**src/rtl/instr_assembler.sv**
```systemverilog
// rtl/instr_assembler.sv - MIPS R/I/J instruction word assembler with address-tagged output FIFO
module instr_assembler #(
    parameter int          DEPTH     = 4,
    parameter logic [31:0] BASE_ADDR = 32'h0000_3000
) (
    input  logic                     clk,
    input  logic                     reset,
    input  logic                     flush,
    input  logic                     in_valid,
    output logic                     in_ready,
    input  logic [1:0]               in_fmt,
    input  logic [5:0]               in_opcode,
    input  logic [4:0]               in_rs,
    input  logic [4:0]               in_rt,
    input  logic [4:0]               in_rd,
    input  logic [4:0]               in_shamt,
    input  logic [5:0]               in_funct,
    input  logic [15:0]              in_imm16,
    input  logic [25:0]              in_imm26,
    output logic                     out_valid,
    input  logic                     out_ready,
    output logic [31:0]              out_instr,
    output logic [31:0]              out_addr,
    output logic [$clog2(DEPTH):0]   count,
    output logic                     err
);
    localparam int AW = $clog2(DEPTH);
    localparam int CW = AW + 1;

    logic [31:0]   instr_mem [DEPTH];
    logic [31:0]   addr_mem  [DEPTH];
    logic [AW-1:0] wr_ptr;
    logic [AW-1:0] rd_ptr;
    logic [31:0]   addr_ctr;
    logic [31:0]   enc_word;
    logic          accept;
    logic          illegal;
    logic          push;
    logic          pop;

    // Ready depends only on occupancy, so a pop never opens a slot in the same cycle.
    assign in_ready  = (count != CW'(DEPTH));
    assign accept    = in_valid & in_ready;
    assign illegal   = (in_fmt == 2'd3);
    assign push      = accept & ~illegal & ~flush;
    assign out_valid = (count != '0);
    assign pop       = out_valid & out_ready & ~flush;

    // Pack the fields selected by the format; unused fields are dropped.
    always_comb begin
        enc_word = '0;
        case (in_fmt)
            2'd0:    enc_word = {in_opcode, in_rs, in_rt, in_rd, in_shamt, in_funct};
            2'd1:    enc_word = {in_opcode, in_rs, in_rt, in_imm16};
            2'd2:    enc_word = {in_opcode, in_imm26};
            default: enc_word = '0;
        endcase
    end

    // Storage array; contents are only observable through the count-gated head.
    always_ff @(posedge clk) begin
        if (push) begin
            instr_mem[wr_ptr] <= enc_word;
            addr_mem[wr_ptr]  <= addr_ctr;
        end
    end

    // Pointers, occupancy, address counter and error pulse; flush overrides everything.
    always_ff @(posedge clk or posedge reset) begin
        if (reset) begin
            wr_ptr   <= '0;
            rd_ptr   <= '0;
            count    <= '0;
            addr_ctr <= BASE_ADDR;
            err      <= 1'b0;
        end else if (flush) begin
            wr_ptr   <= '0;
            rd_ptr   <= '0;
            count    <= '0;
            addr_ctr <= BASE_ADDR;
            err      <= 1'b0;
        end else begin
            err <= accept & illegal;
            if (push) begin
                wr_ptr   <= wr_ptr + AW'(1);
                addr_ctr <= addr_ctr + 32'd4;
            end
            if (pop) begin
                rd_ptr <= rd_ptr + AW'(1);
            end
            if (push && !pop) begin
                count <= count + CW'(1);
            end else if (pop && !push) begin
                count <= count - CW'(1);
            end
        end
    end

    // Head of queue reads as zero whenever the FIFO is empty.
    always_comb begin
        out_instr = '0;
        out_addr  = '0;
        if (out_valid) begin
            out_instr = instr_mem[rd_ptr];
            out_addr  = addr_mem[rd_ptr];
        end
    end
endmodule
```
**config.mk**
```make
export PLATFORM = sky130hd
export DESIGN_NAME = instr_assembler
export DESIGN_NICKNAME = d
export VERILOG_FILES = /design/src/rtl/instr_assembler.sv
export SDC_FILE = /design/constraint.sdc
export NUM_CORES = 1
export LEC_CHECK = 0
export ABC_AREA = 1
export BUFFER_PORTS_ARGS = -buffer_cell sky130_fd_sc_hd__buf_2
export CORE_MARGIN = 5
export CORE_UTILIZATION = 63
export CTS_BUF_LIST = sky130_fd_sc_hd__clkbuf_4 sky130_fd_sc_hd__clkbuf_8 sky130_fd_sc_hd__clkbuf_16
export DETAILED_ROUTE_END_ITERATION = 12
export PLACE_DENSITY = 0.85
export SLEW_MARGIN = 20
export SYNTH_ARGS = -nofsm -noshare
export SYNTH_HDL_FRONTEND = slang
export SYNTH_SLANG_ARGS = --single-unit
```
**constraint.sdc**
```tcl
create_clock -name clk -period 11 [get_ports clk]
set_input_delay 1.65 -clock clk [delete_from_list [all_inputs] [get_ports clk]]
set_output_delay 1.65 -clock clk [all_outputs]
set_load 0.05 [all_outputs]
```
# Word level (Yosys, flattened, before mapping)
# Memories as Yosys holds them, arrays and structs flattened.
# Index checks and enable logic that the tools add are counted.
[word_totals]
regBits = 40
ramBits = 256
in_bits = 81
memories = 2
[mem_list]
columns = ["name", "depth", "width", "rd", "rd_clocked_by_memory_dff", "wr", "line_no", "rtl"]
rows = [
  ["addr_mem", 4, 32, 1, 0, 1, "31", "logic [31:0] addr_mem [DEPTH];"],
  ["instr_mem", 4, 32, 1, 0, 1, "30", "logic [31:0] instr_mem [DEPTH];"],
]
[classes]
addsub = 5
n_eq_ne = 4
n_mux = 15
bitwise = 8
reduce_logical = 9
[op_table]
columns = ["cell", "n"]
rows = [
  ["2-to-1 mux 32 bit", 4],
  ["case mux 32 bit (3 select lines)", 1],
  ["adder 32 x 3 -> 32 bit (second input constant)", 1],
  ["2-to-1 mux 3 bit", 3],
  ["2-to-1 mux 2 bit", 4],
  ["AND 1 bit", 6],
  ["nonzero test 3 bit", 2],
  ["adder 2 x 1 -> 2 bit (second input constant)", 2],
  ["== test 2 bit (second input constant)", 2],
  ["nonzero test 2 bit", 2],
  ["adder 3 x 1 -> 3 bit (second input constant)", 1],
  ["2-to-1 mux 1 bit", 3],
  ["!= test 3 bit (second input constant)", 1],
  ["subtractor 3 x 1 -> 3 bit (second input constant)", 1],
  ["== test 2 x 1 -> 1 bit (second input constant)", 1],
  ["logical AND 1 bit", 2],
  ["zero test 1 bit", 2],
  ["zero test 2 bit", 1],
  ["inverter 1 bit", 2],
]

# Logic depth before layout (Yosys ltp)
# Gate-level depths: netlist (run 1).
[depth]
word_depth = 9
mapped_depth = 13

# Worst setup path before layout (run 1)
# Ideal clock, no wire load.
[synth_timing]
kind = "in2reg"
start = "input port in_fmt[0]"
end = "memory addr_mem[0][10] (enable)"
setup_ns = 0.482
arrival_ns = 4.918
setup_slack_ns = 5.600
stages = 6
cell_sequence = "buf_2 nand2_2 nand3_4 nor2_2 inv_1 nor2_1"
[synth_between]
elab_chain_len = 6
[synth_lines]
columns = ["element", "line_no", "rtl"]
rows = [
  ["from (decl)", "11", "input logic [1:0] in_fmt,"],
  ["== test 2 bit", "44", "assign illegal = (in_fmt == 2'd3);"],
  ["inverter 1 bit", "45", "assign push = accept & ~illegal & ~flush;"],
  ["AND 1 bit (2 in series)", "45", ""],
  ["2-to-1 mux 1 bit", "62", "if (push) begin"],
  ["2-to-1 mux 1 bit (implied by the code)", "64", "addr_mem[wr_ptr] <= addr_ctr;"],
  ["to (decl)", "31", ""],
]
# No other way between the ends.

# Worst setup path in the final report (run 1)
[layout_timing]
start = "register rd_ptr[0]"
end = "output port out_addr[29]"
[layout_between]
elab_chain_len = 2
[layout_lines]
columns = ["element", "line_no", "rtl"]
rows = [
  ["from (decl)", "33", "logic [AW-1:0] rd_ptr;"],
  ["from (signal assigned)", "89", "rd_ptr <= rd_ptr + AW'(1);"],
  ["memory (4 x 32 bit)", "--", ""],
  ["2-to-1 mux 32 bit", "103", "if (out_valid) begin"],
  ["to (decl)", "23", "output logic [31:0] out_addr,"],
]
# No other way between the ends.

==> results of run 1 <==
[kinds of logic after synthesis]
kind of cell / Yosys count / synth area share, %
flip-flops: 286 / 66.86
buffers and inverters: 136 / 4.641
AO/OA/AOI/OAI: 243 / 10.13
adder cells (fa/ha/maj): 6 / 0.6572
XOR/XNOR: 5 / 0.3486
other: 1 / 0.02985
AND/OR/NAND/NOR: 514 / 17.34
[power groups by stage]
stage	clock (W)	combinational, W	sequential (W)
finish	0.00103	0.00116	0.00125
floorplan	0	0.000866	0.00128
global route	0.00108	0.00122	0.00125
CTS	0.00103	0.00116	0.00125
global placement	0	0.00113	0.00127
detailed placement	0	0.00115	0.00127
[tightest hold or removal path, cell delays in order (launching register included)]
cell and delay (ns):
dfrtp_1 0.40, nand2_1 0.07, nand2_1 0.06
[state kept, by name (all words and copies together), names as in the netlist]
signal and flops:
addr_ctr 30, addr_mem 120, count 3, err 1, instr_mem 128, rd_ptr 2, wr_ptr 2
[final cells by class]
cell class / count / area, um2 / share of cell area [%]
Inverter: 75 / 281.5 / 1.947
Sequential cell: 286 / 8406 / 58.13
Tap cell: 265 / 331.6 / 2.293
Clock inverter: 10 / 161.4 / 1.116
Multi-Input combinational cell: 770 / 3615 / 25.00
Clock buffer: 39 / 848.3 / 5.867
Timing Repair Buffer: 158 / 815.8 / 5.642
[cell usage in the layout (no fill, tap or decap), types with 2 or more instances in the layout]
master	instances
inv_1	68
nor2_8	2
nor3_1	5
nor2_1	308
a22oi_1	3
a21oi_1	77
nand2_4	3
buf_4	10
clkbuf_16	31
nor2_4	7
clkinv_1	3
dfrtp_1	34
o211ai_1	13
ha_1	5
o21ai_0	139
clkinvlp_4	2
nand3_1	36
nand2_2	5
inv_2	5
o31ai_1	2
o21ai_1	6
nor2_2	4
nand3b_2	2
nand3_2	2
dfstp_2	2
xnor2_1	2
edfxtp_1	248
xor2_1	3
nand2_1	128
buf_2	148
bufinv_16	4
clkbuf_4	6
conb_1	2
clkbuf_8	2
nand3b_4	2
nand4_1	7
[stage by stage]
step	util, %	worst slack (ns)	hold slack, ns
2_1_floorplan	-	5.600	0.5160
3_3_place_gp	68.88	6.741	0.5162
3_5_place_dp	68.88	6.650	0.5475
4_1_cts	74.05	6.049	0.5627
5_1_grt	74.05	5.894	0.5834
6_report	74.05	6.063	0.5627
[cells in the mapped netlist (all sizes together)]
cell and instances:
a21oi 78, a22o 1, a22oi 3, buf 30, clkbuf 31, clkinv 2, conb 1, dfrtp 36
dfstp 2, edfxtp 248, fa 1, ha 5, inv 73, nand2 136, nand3 39, nand3b 4
nand4 7, nor2 321, nor3 5, nor3b 1, o211ai 13, o21ai 146, o31ai 2, or2 1
xnor2 2, xor2 3
[routing by layer]
metal / vias to the layer above / routed length, um / share of wire, %
met3: 63 / 3144 / 11
met2: 520 / 14730 / 50
li1: 4300 / - / -
met4: 0 / 710 / 2.4
met5: - / 0 / 0
met1: 4316 / 11140 / 37
[worst paths after layout]
kind                               endpoint  slack, ns  cells past startpoint
setup / recovery               out_addr[29]       6.06                      5
hold / removal                     count[0]       0.56                      2
setup reg to reg           instr_mem[3][16]       8.27                      7
hold reg to reg                    count[0]       0.56                      2
max in group asynchronous         rd_ptr[0]       9.36                      3
min in group asynchronous       addr_ctr[4]       1.24                      3
==> results by group, run 1 <==
Outcome
  – Outcome: finished, final reports clean

Drt
  – Number of detailed-route iterations in the first pass: 5
  – Detail-routed net length per standard cell: between 15 and 20 um
  – Detailed Route Iter0 Violations: between 800 and 900
  – Number of vias after detailed routing: 9199
  – WL final: 29720 um
  – Post-DRT Antenna Nets: 0
  – Post-DR vias/cell: roughly 5.7
  – Drc violations: 0

Power and ir drop
  – Cell leakage power: 5.653 nW
  – Peak supply drop: approximately 200 uV
  – Proportion of total power due to net switching: between 30% and 40%
  – Post-layout power: 0.003434 W
  – Combinational Power Share: 33.7%
  – Power density normalized to cell area: 237.5 nW/um2
  – Int Pwr: approximately 0.0021 W
  – Switching pwr: 0.001346 W
  – Relative contribution of sequential cells to total power: 36.4%
  – Clock share of power: a little under a third

Place
  – # port buffers: 148
  – Instance area after placement: roughly 13000 um2
  – Estimated wirelength of the detail-placed design: 17210 um
  – Total placed cells including tap cells: 1554
  – Placer congestion estimate: approximately 0.88

Timing
  – Final hold vios: 0
  – Slew margin rel.: between 20% and 30%
  – RSZ-0062 raised after global routing: false
  – Achievable frequency: 202.5 MHz
  – Final setup skew: roughly 0.011 ns
  – Setup-failing EPs final: 0
  – Min Tclk post-route: 4.937 ns
  – Final number of max-transition violations: 0
  – Aggregate negative setup slack: 0 ns
  – Fin crit share: between 40 and 50%
  – Transition time at the pin with the least slew margin: 1.081 ns

Clock network
  – Number of setup buffers added after CTS: 0
  – Clock buffer count from CTS: 28
  – Worst-skew pair later-pin latency: 0.54 ns
  – Clock tree from TritonCTS: built
  – Number of cells upsized or downsized after cts: 0
  – Clock sink count: 286
  – Total of hold buffers inserted after clock tree synthesis: 0
  – Clock Tree Buf Depth: 3
  – Clock slew at the register clock pins of the worst setup and hold paths: 0.06 ns
  – Library cell used as clock root buffer: clkbuf_16
  – Number of H-tree branching levels: 1

Cells and area
  – Net total in the final layout: between 1000 and 1500
  – Non-filler instance count after layout: 1603
  – Layout Area Growth over Synthesis: 15.08%
  – Post-Layout Inst Area: 14460 um2
  – Diode count: 0
  – Share of final-layout standard cells stronger than drive strength 1: between 15 and 20%
  – Filler Cell Count: 1241

Yosys
  – Cell Area, Synth: 12560 um2
  – Cell types occupying the most area after synthesis: edfxtp_1 59%, nor2_1 9.3%, dfrtp_1 7.2%, o21ai_0 5.5%, nand2_1 3.8%
  – Count of yosys warnings during synthesis: 0
  – Area share of the largest cell type after synthesis: 59.27%
  – Yosys cell types: 43
  – Syn_area_per_cell: 10.55 um2
  – Sequential cell area fraction in the yosys report: 66.86%
  – Cell taking the most area after synthesis: edfxtp_1
  – Post-Syn Instances: between 1000 and 1500
  – #FFs+latches synth: 286

Setup path
  – Max incr delay on CP: 0.66 ns
  – Origin of the critical flop-to-flop path: count[0]
  – Sort of element at the start of the critical path: flip-flop
  – Endpoint class of the critical path: primary output
  – Required time of the worst setup path: 9.35 ns
  – First element of the critical path: rd_ptr[0]
  – Top fanout value on the critical path: 73
  – Worst setup path category: reg2out
  – Largest delay contributor family on the critical path: buffers and inverters
  – Arrival time of data at the critical path endpoint: approximately 3.3 ns
  – CP bufs+invs: 3
  – Cell at the slowest stage of the critical path: buf_4
  – Critical-path cell list: inv_2 -> buf_4 -> o21ai_0 -> a21oi_1 -> buf_2

Global route
  – Total Routing Usage GR: between 20% and 30%
  – Routing usage on met2: between 40% and 50%
  – Remaining Overflow, GRT: 0
  – Met3 global-route usage: slightly below 4%
  – Maximum number of pins on one net before global-route repair: 105
  – Routing layer with the top usage in global route: met2
  – Vias in the first global route: 9040
  – Met1 global-route usage: 33.34%
  – Antenna violations before repair: 0
  – Wire length of the first global-routing pass: 45680 um

Die
  – Placeable core region: roughly 20000 um2
  – Total number of placement rows: 51
  – Floorplan die area: ~23000 um2
  – Height of the chip: 151.2 um
  – Number of primary I/O pins: around 150
  – Width of the die: 151.2 um
  – Initial Util: approximately 64%

Flow run
  – Number of max-cap violations: 0

Min path
  – Hold path startpoint: count[0]
  – Class of the worst hold path: reg2reg
(Power assumes the default switching activity.)
==> run 2, diff against run 1 <==
--- a/config.mk
+++ b/config.mk
@@ -5,13 +5,13 @@
 export SDC_FILE = /design/constraint.sdc
 export NUM_CORES = 1
 export LEC_CHECK = 0
-export ABC_AREA = 1
+export ABC_AREA = 0
 export BUFFER_PORTS_ARGS = -buffer_cell sky130_fd_sc_hd__buf_2
 export CORE_MARGIN = 5
-export CORE_UTILIZATION = 63
+export CORE_UTILIZATION = 58
 export CTS_BUF_LIST = sky130_fd_sc_hd__clkbuf_4 sky130_fd_sc_hd__clkbuf_8 sky130_fd_sc_hd__clkbuf_16
 export DETAILED_ROUTE_END_ITERATION = 12
-export PLACE_DENSITY = 0.85
+export PLACE_DENSITY = 0.8
 export SLEW_MARGIN = 20
 export SYNTH_ARGS = -nofsm -noshare
 export SYNTH_HDL_FRONTEND = slang
==> constraint.sdc (replaced) <==
create_clock -name clk -period 4.55 [get_ports clk]
set_input_delay 0.6825 -clock clk [delete_from_list [all_inputs] [get_ports clk]]
set_output_delay 0.6825 -clock clk [all_outputs]
set_load 0.05 [all_outputs]
==> run 2 against run 1 <==
  * Synthesized cell count is 40% lower
  * Via count is 28% lower
  * Non-clock buffer count is 3 higher
  * Largest cell class unchanged
==> results by group, run 2 <==
Global route
  – Maximum number of pins on one net before global-route repair: 66 (-37%)
  – Wire length of the first global-routing pass: 37810 um (-17%)
  – Routing layer with the top usage in global route: met2
  – Met3 global-route usage: 3.845% (-0.075 points)
  – Total Routing Usage GR: 20.18% (-5.4 points)
  – Met1 global-route usage: 27.26% (-6.1 points)
  – Remaining Overflow, GRT: 0 (unchanged)
  – Antenna violations before repair: 0 (unchanged)
  – Routing usage on met2: 34.77% (-9.5 points)
  – Vias in the first global route: 6857 (-24%)

Die
  – Initial Util: 58.90% (-5.4 points)
  – Number of primary I/O pins: 151 (unchanged)
  – Width of the die: 153.4 um (+1.4%)
  – Total number of placement rows: 52 (+2.0%)
  – Floorplan die area: 23520 um2 (+2.8%)
  – Placeable core region: 20230 um2 (+3.6%)
  – Height of the chip: 153.4 um (+1.4%)

Place
  – Placer congestion estimate: 0.8317 (-5.2%)
  – Total placed cells including tap cells: 1102 (-29%)
  – Estimated wirelength of the detail-placed design: 14820 um (-14%)
  – # port buffers: 148 (unchanged)

Power and ir drop
  – Relative contribution of sequential cells to total power: 38.3% (+1.9 points)
  – Peak supply drop: 386.7 uV (+97%)
  – Combinational Power Share: 31.9% (-1.8 points)
  – Clock share of power: 29.8% (-0.2 points)
  – Power density normalized to cell area: 583.0 nW/um2 (+150%)
  – Switching pwr: 0.002848 W (+110%)
  – Proportion of total power due to net switching: 34.97% (-4.2 points)
  – Cell leakage power: 5.153 nW (-8.9%)
  – Int Pwr: 0.005297 W (+150%)
  – Post-layout power: 0.008145 W (+140%)

Cells and area
  – Area occupied by multi-input gates: 3278 um2 (-9.3%)
  – Share of final-layout standard cells stronger than drive strength 1: 32.69% (+14 points)
  – Non-filler instance count after layout: 1154 (-28%)
  – Register area: 8406 um2 (unchanged)
  – Most used cells in the layout excluding fill and tap cells: 248 x edfxtp_1, 148 x buf_2, 69 x and2_1
  – Max reg flops: 128 (unchanged)
  – Largest reg by FF count: instr_mem
  – Filler Cell Count: 1294 (+4.3%)
  – Layout Area Growth over Synthesis: 17.23%
  – Most common library cell in the layout ignoring fill and taps: edfxtp_1
  – Diode count: 0 (unchanged)
  – Largest registers: instr_mem (128), addr_mem (120), addr_ctr (30)
  – Net total in the final layout: 949 (-33%)

Timing
  – Final number of max-transition violations: 0 (unchanged)
  – Achievable frequency: 293.9 MHz
  – Fin crit share: 74.79%
  – Aggregate negative setup slack: 0 ns (unchanged)
  – Final hold vios: 0 (unchanged)
  – Final setup skew: 0.01142 ns (+0.0002764 ns)
  – Transition time at the pin with the least slew margin: 1.037 ns (-0.04403 ns)
  – Min Tclk post-route: 3.403 ns
  – RSZ-0062 raised after global routing: false
  – Setup-failing EPs final: 0 (unchanged)
  – Hold_ws: 0.2881 ns (-0.2747 ns)
  – Slew margin rel.: 30.89% (+2.9 points)

Clock network
  – Number of cells upsized or downsized after cts: 0 (unchanged)
  – Total of hold buffers inserted after clock tree synthesis: 0 (unchanged)
  – Number of H-tree branching levels: 1 (unchanged)
  – Worst-skew pair later-pin latency: 0.53 ns (about the same)
  – Clock slew at the register clock pins of the worst setup and hold paths: 0.06 ns (about the same)
  – Clock tree from TritonCTS: built
  – Clock sink count: 286 (unchanged)
  – Library cell used as clock root buffer: clkbuf_16
  – Clock Tree Buf Depth: 3 (unchanged)
  – Number of setup buffers added after CTS: 0 (unchanged)
  – Clock buffer count from CTS: 28 (unchanged)

Yosys
  – Post-Syn Instances: 710 (-40%)
  – Synthesized-area fraction occupied by adder cells: 0.6928% (+0.036 points)
  – Cell types occupying the most area after synthesis: edfxtp_1 62%, mux4_2 12%, dfrtp_1 7.6%, and2_1 3.8%, xnor2_1 1.7%
  – Sequential cell area fraction in the yosys report: 70.48% (+3.6 points)
  – Yosys cell types: 39 (-9.3%)
  – Cell Area, Synth: 11920 um2 (-5.1%)
  – Cell taking the most area after synthesis: edfxtp_1
  – Syn_area_per_cell: 16.79 um2 (+59%)
  – Post-synthesis mux area share: 13.23% (+13 points)
  – Post-synthesis xor/xnor area fraction: 2.058% (+1.7 points)
  – Post-synth top cells: 248 x edfxtp_1, 73 x and2_1, 62 x mux4_2
  – #FFs+latches synth: 286 (unchanged)
  – Simple-gate share of the synthesized area: 9.343% (-8.0 points)
  – Most repeated cell in the gate-level netlist after synthesis: edfxtp_1
  – Area share of the largest cell type after synthesis: 62.48% (+3.2 points)
  – Fraction of registers with async set or reset after synthesis: 13.29% (unchanged)
  – Count of yosys warnings during synthesis: 0 (unchanged)
  – Compound-gate portion of the synthesized area: 2.047% (-8.1 points)
  – Most instantiated flip-flop cell in the synthesis netlist: edfxtp_1
  – Number of enable-type register cells in the synthesized netlist: 248 (unchanged)
  – Main combinational cell family by area after synthesis: multiplexers

Drt
  – Detail-routed net length per standard cell: 20.52 um (+11%)
  – Post-DR vias/cell: 5.726 (-0.22%)
  – Detailed Route Iter0 Violations: 426 (-51%)
  – Number of detailed-route iterations in the first pass: 5 (unchanged)
  – Drc violations: 0 (unchanged)
  – Post-DRT Antenna Nets: 0 (unchanged)
  – WL final: 23680 um (-20%)
  – Number of vias after detailed routing: 6608 (-28%)

Min path
  – Class of the worst hold path: in2async

Setup path
  – Origin of the critical flop-to-flop path: count[0]
  – First element of the critical path: rd_ptr[1]
  – Required time of the worst setup path: 3.87 ns (-5.48 ns)
  – Arrival time of data at the critical path endpoint: 2.72 ns (-0.57 ns)
  – CP bufs+invs: 2 (-1)
  – Cell at the slowest stage of the critical path: dfrtp_2
  – Max incr delay on CP: 0.88 ns (+0.22 ns)
  – Largest delay contributor family on the critical path: flip-flops
  – Top fanout value on the critical path: 31 (-58%)
  – Worst setup path category: reg2out
  – Critical-path cell list: buf_4 -> mux4_2 -> and2_1 -> buf_2
  – Sort of element at the start of the critical path: flip-flop
  – Endpoint class of the critical path: primary output

Outcome
  – Outcome: finished, final reports clean

Flow run
  – Number of max-cap violations: 0 (unchanged)
## run 2: changes by cell type in the layout (fill, tap and decap cells not counted), sizes merged, moves of 13 or more
cell / delta
o21ai: -113
o211ai: -13
a21oi: -73
xnor2: +21
nand3: -28
mux2i: +18
mux4: +62
inv: -52
nor2: -289
and2: +73
nand2: -97
## run 2: final cells by class
cell class / count / area share (%)
flip-flops and latches: 286 / 60.16
multi-input cells: 364 / 23.46
repair buffers: 161 / 6.179
clock buffers: 37 / 5.848
well taps: 270 / 2.418
clock inverters: 15 / 1.370
inverters: 21 / 0.5642
## run 2: per-stage QoR
stage | setup WS, ns | utilization (%) | area [um2]
2_1_floorplan | 1.208 | - | 11920
4_1_cts | 1.069 | 69.04 | 13970
3_3_place_gp | 1.556 | 64.06 | 12960
5_1_grt | 0.9688 | 69.05 | 13970
6_report | 1.147 | 69.05 | 13970
3_5_place_dp | 1.442 | 64.06 | 12960
## run 2: routing by layer
layer	routed length, um	vias to the layer above
met2	11880	208
met3	1518	30
li1	-	3009
met1	9938	3361
met5	0	-
met4	342	0
## run 2: path summary, 6_finish.rpt
path                                    to  slack (ns)  depth (start not counted)
setup / recovery              out_addr[19]        1.15                          4
hold / removal                 addr_ctr[6]        0.29                          3
setup reg to reg                  count[2]        1.62                          6
hold reg to reg            addr_mem[3][12]        0.57                          0
max in group asynchronous        rd_ptr[0]        3.85                          3
min in group clk                       err        0.44                          3
## run 2: logic make-up (layout without fill, tap and decap cells)
logic type,count (synthesis),in the layout
buffers and inverters,61,234
AOI/OAI and AO/OA,43,43
muxes,80,80
DFF,286,286
other,1,2
and+or+nand+nor,205,205
xor gates and xnor gates,28,28
adders and majority gates,6,6
## run 2: worst reg2reg max path: cells and delay by family, from the launching register on
family          cells  cell delay (ns)
simple gates        3             1.38
flops               1             0.50
compound gates      2             0.50
fa+ha+maj           1             0.41
## run 2: power groups by stage
stage               combinational, W  clock (W)  sequential [W]
floorplan                    0.00209          0         0.00310
finish                       0.00260    0.00243         0.00312
global route                 0.00274    0.00260         0.00315
CTS                          0.00264    0.00247         0.00313
detailed placement           0.00263          0         0.00318
global placement             0.00261          0         0.00318
